--- config.mk ---
export PLATFORM = sky130hd
export DESIGN_NAME = shift_rows_stream
export DESIGN_NICKNAME = d
export VERILOG_FILES = /design/src/rtl/aes_pkg.sv /design/src/rtl/shift_rows_addr.sv /design/src/rtl/shift_rows_stream.sv
export SDC_FILE = /design/constraint.sdc
export NUM_CORES = 1
export LEC_CHECK = 0
export BUFFER_PORTS_ARGS = -buffer_cell sky130_fd_sc_hd__buf_2
export CAP_MARGIN = 30
export CORE_UTILIZATION = 65
export CTS_BUF_LIST = sky130_fd_sc_hd__clkbuf_4
export DETAILED_ROUTE_END_ITERATION = 16
export PLACE_DENSITY = 0.91
export SLEW_MARGIN = 5
export SYNTH_ARGS = -nofsm -noshare
export SYNTH_HDL_FRONTEND = slang
export SYNTH_SLANG_ARGS = --single-unit
export TNS_END_PERCENT = 10
--- constraint.sdc ---
create_clock -name clock -period 6.4 [get_ports clock]
set_clock_uncertainty 0.1 [all_clocks]
set_input_delay 0.32 -clock clock [delete_from_list [all_inputs] [get_ports clock]]
set_output_delay 0.32 -clock clock [all_outputs]
set_load 0.05 [all_outputs]
--- src/rtl/aes_pkg.sv ---
// aes_pkg: shared AES byte-stream constants, state index helpers and bank-state enum
package aes_pkg;
  localparam int BLOCK_BYTES = 16;
  localparam int BYTE_W = 8;
  typedef enum logic {IDLE, STREAM} bank_state_e;
  function automatic logic [1:0] row_of(input logic [3:0] k);
    return k[1:0];
  endfunction
  function automatic logic [1:0] col_of(input logic [3:0] k);
    return k[3:2];
  endfunction
endpackage

--- src/rtl/shift_rows_addr.sv ---
// shift_rows_addr: output index k=4c+r -> bank address of (Inv)ShiftRows source byte
module shift_rows_addr
  import aes_pkg::*;
(
  input  logic [3:0] idx,
  input  logic       inverse,
  output logic [3:0] addr
);
  logic [1:0] r, c;
  // Column offset by row, wrapping mod 4; row is unchanged.
  always_comb begin
    r = row_of(idx);
    c = col_of(idx);
    addr = {inverse ? c - r : c + r, r};
  end
endmodule

--- src/rtl/shift_rows_stream.sv ---
// shift_rows_stream: byte-serial AES ShiftRows over a 2-bank ping-pong buffer; SHIFT_ROWS_INV_EN adds per-block InvShiftRows select
module shift_rows_stream
  import aes_pkg::*;
#(
  parameter int DATA_W = BYTE_W
) (
  input  logic              clock,
  input  logic              reset,
`ifdef SHIFT_ROWS_INV_EN
  input  logic              inverse,
`endif
  input  logic              in_valid,
  input  logic [DATA_W-1:0] in_byte,
  output logic              in_ready,
  output logic              out_valid,
  output logic [DATA_W-1:0] out_byte,
  input  logic              out_ready,
  output logic              out_last
);
  logic [DATA_W-1:0] bank_mem [2][BLOCK_BYTES];
  logic [3:0] wr_cnt_q, wr_cnt_d, rd_cnt_q, rd_cnt_d, rd_addr;
  logic wr_bank_q, wr_bank_d, rd_bank_q, rd_bank_d;
  logic [1:0] full_q, full_d;
  logic out_valid_q, out_valid_d, out_last_q, out_last_d;
  logic [DATA_W-1:0] out_byte_q, out_byte_d;
  bank_state_e state_q, state_d;
  logic wr_en, wr_done, ld, rd_done, inv_sel;
`ifdef SHIFT_ROWS_INV_EN
  logic inv_q, inv_d;
  // Direction is latched with byte 0 of a block and held until it drains.
  always_comb begin
    inv_sel = (rd_cnt_q == 4'd0) ? inverse : inv_q;
    inv_d = ld ? inv_sel : inv_q;
  end
  // Direction register.
  always_ff @(posedge clock or posedge reset)
    if (reset) inv_q <= 1'b0;
    else inv_q <= inv_d;
`else
  assign inv_sel = 1'b0;
`endif
  shift_rows_addr u_addr (
    .idx    (rd_cnt_q),
    .inverse(inv_sel),
    .addr   (rd_addr)
  );
  assign in_ready  = ~full_q[wr_bank_q];
  assign out_valid = out_valid_q;
  assign out_byte  = out_byte_q;
  assign out_last  = out_last_q;
  // Write/read pointers, bank full flags and the output register advance.
  always_comb begin
    wr_en = in_valid & ~full_q[wr_bank_q];
    wr_done = wr_en & (wr_cnt_q == 4'd15);
    ld = (~out_valid_q | out_ready) & full_q[rd_bank_q];
    rd_done = ld & (rd_cnt_q == 4'd15);
    wr_cnt_d = wr_en ? wr_cnt_q + 4'd1 : wr_cnt_q;
    wr_bank_d = wr_bank_q ^ wr_done;
    rd_cnt_d = ld ? rd_cnt_q + 4'd1 : rd_cnt_q;
    rd_bank_d = rd_bank_q ^ rd_done;
    full_d = full_q;
    if (rd_done) full_d[rd_bank_q] = 1'b0;
    if (wr_done) full_d[wr_bank_q] = 1'b1;
    out_valid_d = ld | (out_valid_q & ~out_ready);
    out_byte_d = ld ? bank_mem[rd_bank_q][rd_addr] : out_byte_q;
    out_last_d = ld ? rd_done : out_last_q;
    state_d = ld ? (rd_done ? IDLE : STREAM) : state_q;
  end
  // Control state; bank contents are deliberately left unreset.
  always_ff @(posedge clock or posedge reset)
    if (reset) begin
      wr_cnt_q <= '0;
      rd_cnt_q <= '0;
      wr_bank_q <= 1'b0;
      rd_bank_q <= 1'b0;
      full_q <= '0;
      out_valid_q <= 1'b0;
      out_byte_q <= '0;
      out_last_q <= 1'b0;
      state_q <= IDLE;
    end else begin
      wr_cnt_q <= wr_cnt_d;
      rd_cnt_q <= rd_cnt_d;
      wr_bank_q <= wr_bank_d;
      rd_bank_q <= rd_bank_d;
      full_q <= full_d;
      out_valid_q <= out_valid_d;
      out_byte_q <= out_byte_d;
      out_last_q <= out_last_d;
      state_q <= state_d;
    end
  // Bank storage write port.
  always_ff @(posedge clock)
    if (wr_en) bank_mem[wr_bank_q][wr_cnt_q] <= in_byte;
endmodule
; Word level (Yosys, flattened, before mapping)
; Memories as Yosys holds them, arrays and structs flattened.
; Index checks and enable logic that the tools add are counted.
; W data, S select, Z words.
[op_classes]
bitwise_logic = 17
n_addsub = 3
eq_ne = 2
magnitude_cmp = 7
n_mux = 17
reduce_logical = 3
[ops]
columns = cell, count
row1 = $mux W128, 1
row2 = $bmux W8 S4, 1
row3 = $demux W8 S4, 1
row4 = $mux W8, 3
row5 = $ge A5 B5 Y1 const B, 2
row6 = $not A4 Y5, 2
row7 = $add A4 B1 Y4 const B, 2
row8 = $eq A4 B4 Y1 const B, 2
row9 = $mux W1, 7
row10 = $and A1 B1 Y1, 5
row11 = $lt A5 B1 Y1 const B, 1
row12 = $lt A1 B2 Y1 const B, 2
row13 = $mux W2, 2
row14 = $logic_and A1 B1 Y1, 3
row15 = $not A1 Y1, 3
row16 = $add A2 B2 Y2, 1
row17 = $and A2 B2 Y2, 1
row18 = $demux W1 S1, 2
row19 = $ge A1 B1 Y1 const B, 2
row20 = $not A2 Y2, 1
row21 = $or A1 B1 Y1, 2
row22 = $or A2 B2 Y2, 1
row23 = $xor A1 B1 Y1, 2
[totals]
regBits = 22
out_inout_bits = 11
memories = 1
mem_bits_rw = 256
[memory_table]
columns = name, depth, width, read_ports, rd_clocked_by_memory_dff, wr, line_no
row1 = bank_mem, 2, 128, 1, 0, 1, shift_rows_stream.sv:20  ; logic [DATA_W-1:0] bank_mem [2][BLOCK_BYTES];

; Logic depth before layout (Yosys ltp)
[logic_depth]
ltp_word = 9
mapped_depth = 8
depth_no_buf = 6

; By module
; A second synthesis with hierarchy kept.
[hier_totals]
hier_cells = 651
area_unflattened_um2 = 11307.1
[modules_own_cells]
columns = mod, seq_area_each_um2, cells_each, area_each_um2, instances
row1 = shift_rows_stream, 8237.9, 643, 11227.0, 1
row2 = shift_rows_addr, 0.0, 8, 80.1, 1

; Worst setup path before layout
; OpenSTA, ideal clock, no wires.
[synth_path]
path_kind = reg2reg
start = register wr_bank_q
end = memory bank_mem[0][24] in the netlist's numbering (enable)
stages_incl_launch_ff = 7
t_arrival_ps = 2573
path_slack_ps = 3344
cell_sequence = dfrtp_1 buf_2 mux2i_1 and2_1 buf_2 nand2_1 nor3_1
[synth_between]
elab_chain_len = 6
[synth_rtl]
columns = element, line_no
row1 = "start, declared", shift_rows_stream.sv:22  ; logic wr_bank_q, wr_bank_d, rd_bank_q, rd_bank_d;
row2 = "start signal, assigned", shift_rows_stream.sv:84  ; wr_bank_q <= wr_bank_d;
row3 = $mux W1 (2 in a row), --
row4 = $not A1 Y1, --
row5 = via in_ready, shift_rows_stream.sv:14  ; output logic in_ready,
row6 = $and A1 B1 Y1, shift_rows_stream.sv:53  ; wr_en = in_valid & ~full_q[wr_bank_q];
row7 = $mux W1, shift_rows_stream.sv:94  ; if (wr_en) bank_mem[wr_bank_q][wr_cnt_q] <= in_byte;
row8 = $mux W128 (not written as such), shift_rows_stream.sv:94
row9 = "end, declared", shift_rows_stream.sv:20
; The timed path passes the listed nets, and every way through them passes these cells. The select of a mux whose other input is x is not followed.

; Worst setup path after layout
[layout_path]
start = register rd_bank_q
end = register out_byte_q[7] (netlist: out_byte[7])
[layout_between]
elab_chain_len = 4
elab_cells_between_ends = 7
cone_classes = mux: 5 / bitwise: 1 / memory: 1
[layout_rtl]
columns = element, line_no
row1 = "start, declared", shift_rows_stream.sv:22
row2 = "start signal, assigned", shift_rows_stream.sv:85  ; rd_bank_q <= rd_bank_d;
row3 = $mem_v2 Z2 W128, --
row4 = $bmux W8 S4, shift_rows_stream.sv:65  ; out_byte_d = ld ? bank_mem[rd_bank_q][rd_addr] : out_byte_q;
row5 = $mux W8 (not written as such) (2 in a row), shift_rows_stream.sv:65
row6 = "end signal, assigned", shift_rows_stream.sv:88  ; out_byte_q <= out_byte_d;
row7 = "end, declared", shift_rows_stream.sv:25  ; logic [DATA_W-1:0] out_byte_q, out_byte_d;
; Parallel ways exist; a longest one is shown, timed or not. The select of a mux whose other input is x is not followed.
; A chain may end at the register's enable or synchronous reset.

==> impl_metrics.ini <==
[outcome]
outcome = finished clean

[routing]
ant_nets = 0
highest_layer = met4
wl_met1_um = 9010
via_count = 6364
wl_met2_um = 12200
met3WireLength_um = 3340
drt_pass1_iterations = 8
drt-initial-drc-count = 897
drt-total-wl_um = 25900
drc = 0
via_per_inst = 6.91
wl_per_cell_um = 28.1

[floorplanning]
fp.dieH_um = 133
die_area_mm2 = 0.0177
fp.dieW_um = 133
io_pins = 23
row_count = 47
start_util_pct = 66.9
core_area_mm2 = 0.0167

[hold_path]
hold_path.class = in2reg

[clock_tree]
post-cts-setup-buffers = 0
cts_sinks = 278
clockBufferDepth = 3
clk_pin_slew_ns = 0.08
cts_root_buffer = clkbuf_4
numCtsBuffers = 61
ctsHoldBuffers = 2
cts_resized = 0
clk_latency_ns = 0.71
tritoncts = yes
cts_max_level = 2

[global_routing]
grt_pass1_wl_um = 37800
antenna_found_initial = 1
gr-total-overflow = 0
grt_use_total_pct = 29.5
first_global_vias = 6274
grt_max_degree = 58

[sta]
tns_ns = 0
timing.fmax_ghz = 0.289
maxSlewViolCount = 0
setup_violations = 0
rsz0062_at_grt = false
hold_violations = 0
fin_crit_ns = 3.46
tightest_slew_ns = 1.09
maxSlewHeadroom_pct = 27.1
finalCritPeriodShare_pct = 54.0

[synth]
synth_edf_count = 256
async_flop_share_pct = 7.91
ys.flop_type = edfxtp_1
synth_nets = 608
seq_area_frac_synth_pct = 73.7
syn-cell-area_mm2 = 0.0112
ys_ff_latch = 278
synth_area_per_cell_um2 = 19.0
synth_cell_types = 42
synth_cells = 588
synth_warnings = 0

[setup_path]
arrival_ns = 3.96
crit_path_start_kind = register
cp-end-kind = register
crit_type = reg2reg
critPathRequiredTime_ns = 6.90
critical_path.max_fanout = 57

[placement]
hpwl_um = 14700
routabilityCongestion = 0.952
io_buffers = 22

[final_layout]
fill_cells = 894
areaGrowthSynthToFinish_pct = 8.73
multi_input_area_mm2 = 0.00262
drive_above_1_share_pct = 22.3
regArea_mm2 = 0.00824
fin_nets = 671

[run]
drv_cap = 0

[pwr]
p_total_mw = 4.88
ir_drop_uv = 371
powerDensity_mw_per_mm2 = 402
leakage_nw = 3.99
-- worst paths after layout --
check | slack (ns) | cells past startpoint | from | end
setup reg to reg | 2.94 | 6 | rd_bank_q$_DFF_PP0_ | out_byte[7]$_DFFE_PP0P_
hold reg to reg | 0.39 | 2 | out_last$_DFFE_PP0P_ | out_last$_DFFE_PP0P_
max in group asynchronous | 5.28 | 3 | reset | rd_bank_q$_DFF_PP0_
min in group asynchronous | 0.25 | 3 | reset | rd_cnt_q[2]$_DFFE_PP0P_
hold / removal | 0.05 | 1 | in_byte[7] | bank_mem[1][55]$_DFFE_PP_
setup / recovery | 2.94 | 6 | rd_bank_q$_DFF_PP0_ | out_byte[7]$_DFFE_PP0P_
-- power breakdown --
group          internal [mW]  leakage (nW)  switching [mW]
clock network          0.674         0.458           0.679
logic                  0.425         0.957           0.860
registers               2.12          2.58           0.122
total                   3.22          3.99            1.66
-- through the flow --
step | instances | hold WS [ns] | setup slack [ns] | cell area [µm²] | util (%)
after floorplan | 588 | 0.209 | 3.34 | 11200 | -
after global placement | 799 | 0.358 | 3.17 | 11300 | 67.6
after detailed placement | 801 | 0.369 | 2.94 | 11300 | 67.7
after CTS | 915 | 0.0339 | 2.86 | 12100 | 72.5
after global routing | 921 | 0.0489 | 2.81 | 12200 | 72.8
final | 921 | 0.0502 | 2.94 | 12200 | 72.8
-- critical path: stages (launching register included) --
cell     delay, ns
dfrtp_4       0.94
buf_4         0.84
mux4_1        0.70
nor2b_1       0.16
o21ai_0       0.25
o211a_1       0.21
o21ai_1       0.07
-- synthesized netlist by cell type, types with 5 or more instances --
| cell | number | share of area, % |
|---|---|---|
| buf_2 | 7 | 0.31 |
| o21ai_0 | 5 | 0.22 |
| inv_1 | 8 | 0.27 |
| xnor2_1 | 7 | 0.55 |
| mux4_1 | 17 | 4.0 |
| o22ai_1 | 6 | 0.34 |
| o21ai_1 | 8 | 0.36 |
| nand2_1 | 23 | 0.77 |
| mux4_2 | 15 | 3.0 |
| o221ai_1 | 8 | 0.63 |
| nor2_1 | 29 | 0.97 |
| mux2_2 | 12 | 1.2 |
| dfrtp_1 | 22 | 4.9 |
| a221oi_1 | 15 | 1.2 |
| mux2i_1 | 68 | 6.1 |
| ha_1 | 8 | 0.90 |
| edfxtp_1 | 256 | 69 |
| clkbuf_1 | 8 | 0.27 |
| buf_6 | 7 | 0.71 |
| a22o_1 | 16 | 1.3 |
-- cells by family after synthesis --
group / count (synthesis) / share of synthesized area, %
and+or+nand+nor: 77 / 3.17
AOI/OAI and AO/OA: 64 / 4.47
xor gates and xnor gates: 8 / 0.627
buffers and inverters: 41 / 2.80
muxes: 112 / 14.3
adders and majority gates: 8 / 0.896
DFF: 278 / 73.7
-- layout by cell type (no fill, tap or decap), types with 15 or more instances in the layout --
master    count
a221oi_1     15
a22o_1       16
buf_2        25
clkbuf_4     88
clkinv_1     20
dfrtp_1      21
edfxtp_1    256
mux2i_1      68
mux4_1       17
mux4_2       15
nand2_1      23
nor2_1       29
-- state kept, by name (all words and copies together) (netlist names), 2 cells and up --
name	cells
wr_cnt_q	4
full_q	2
rd_cnt_q	4
bank_mem	256
out_byte	8
-- final cells by class --
class                      count  share of cell area (%)
tap                          220                    2.27
inverter                       8                   0.247
sequential                   278                    67.8
timing repair buffer          33                    1.60
multi-input combinational    269                    21.6
clock inverter                24                    1.01
antenna                        1                  0.0206
clock buffer                  88                    5.44
-- layer usage --
layer	global-route usage, %	vias to the layer above
li1	-	2550
met1	40.4	3070
met2	46.6	614
met3	6.77	130
met4	12.2	0
met5	0	-
Note: power is estimated with default switching activity, not from simulation.
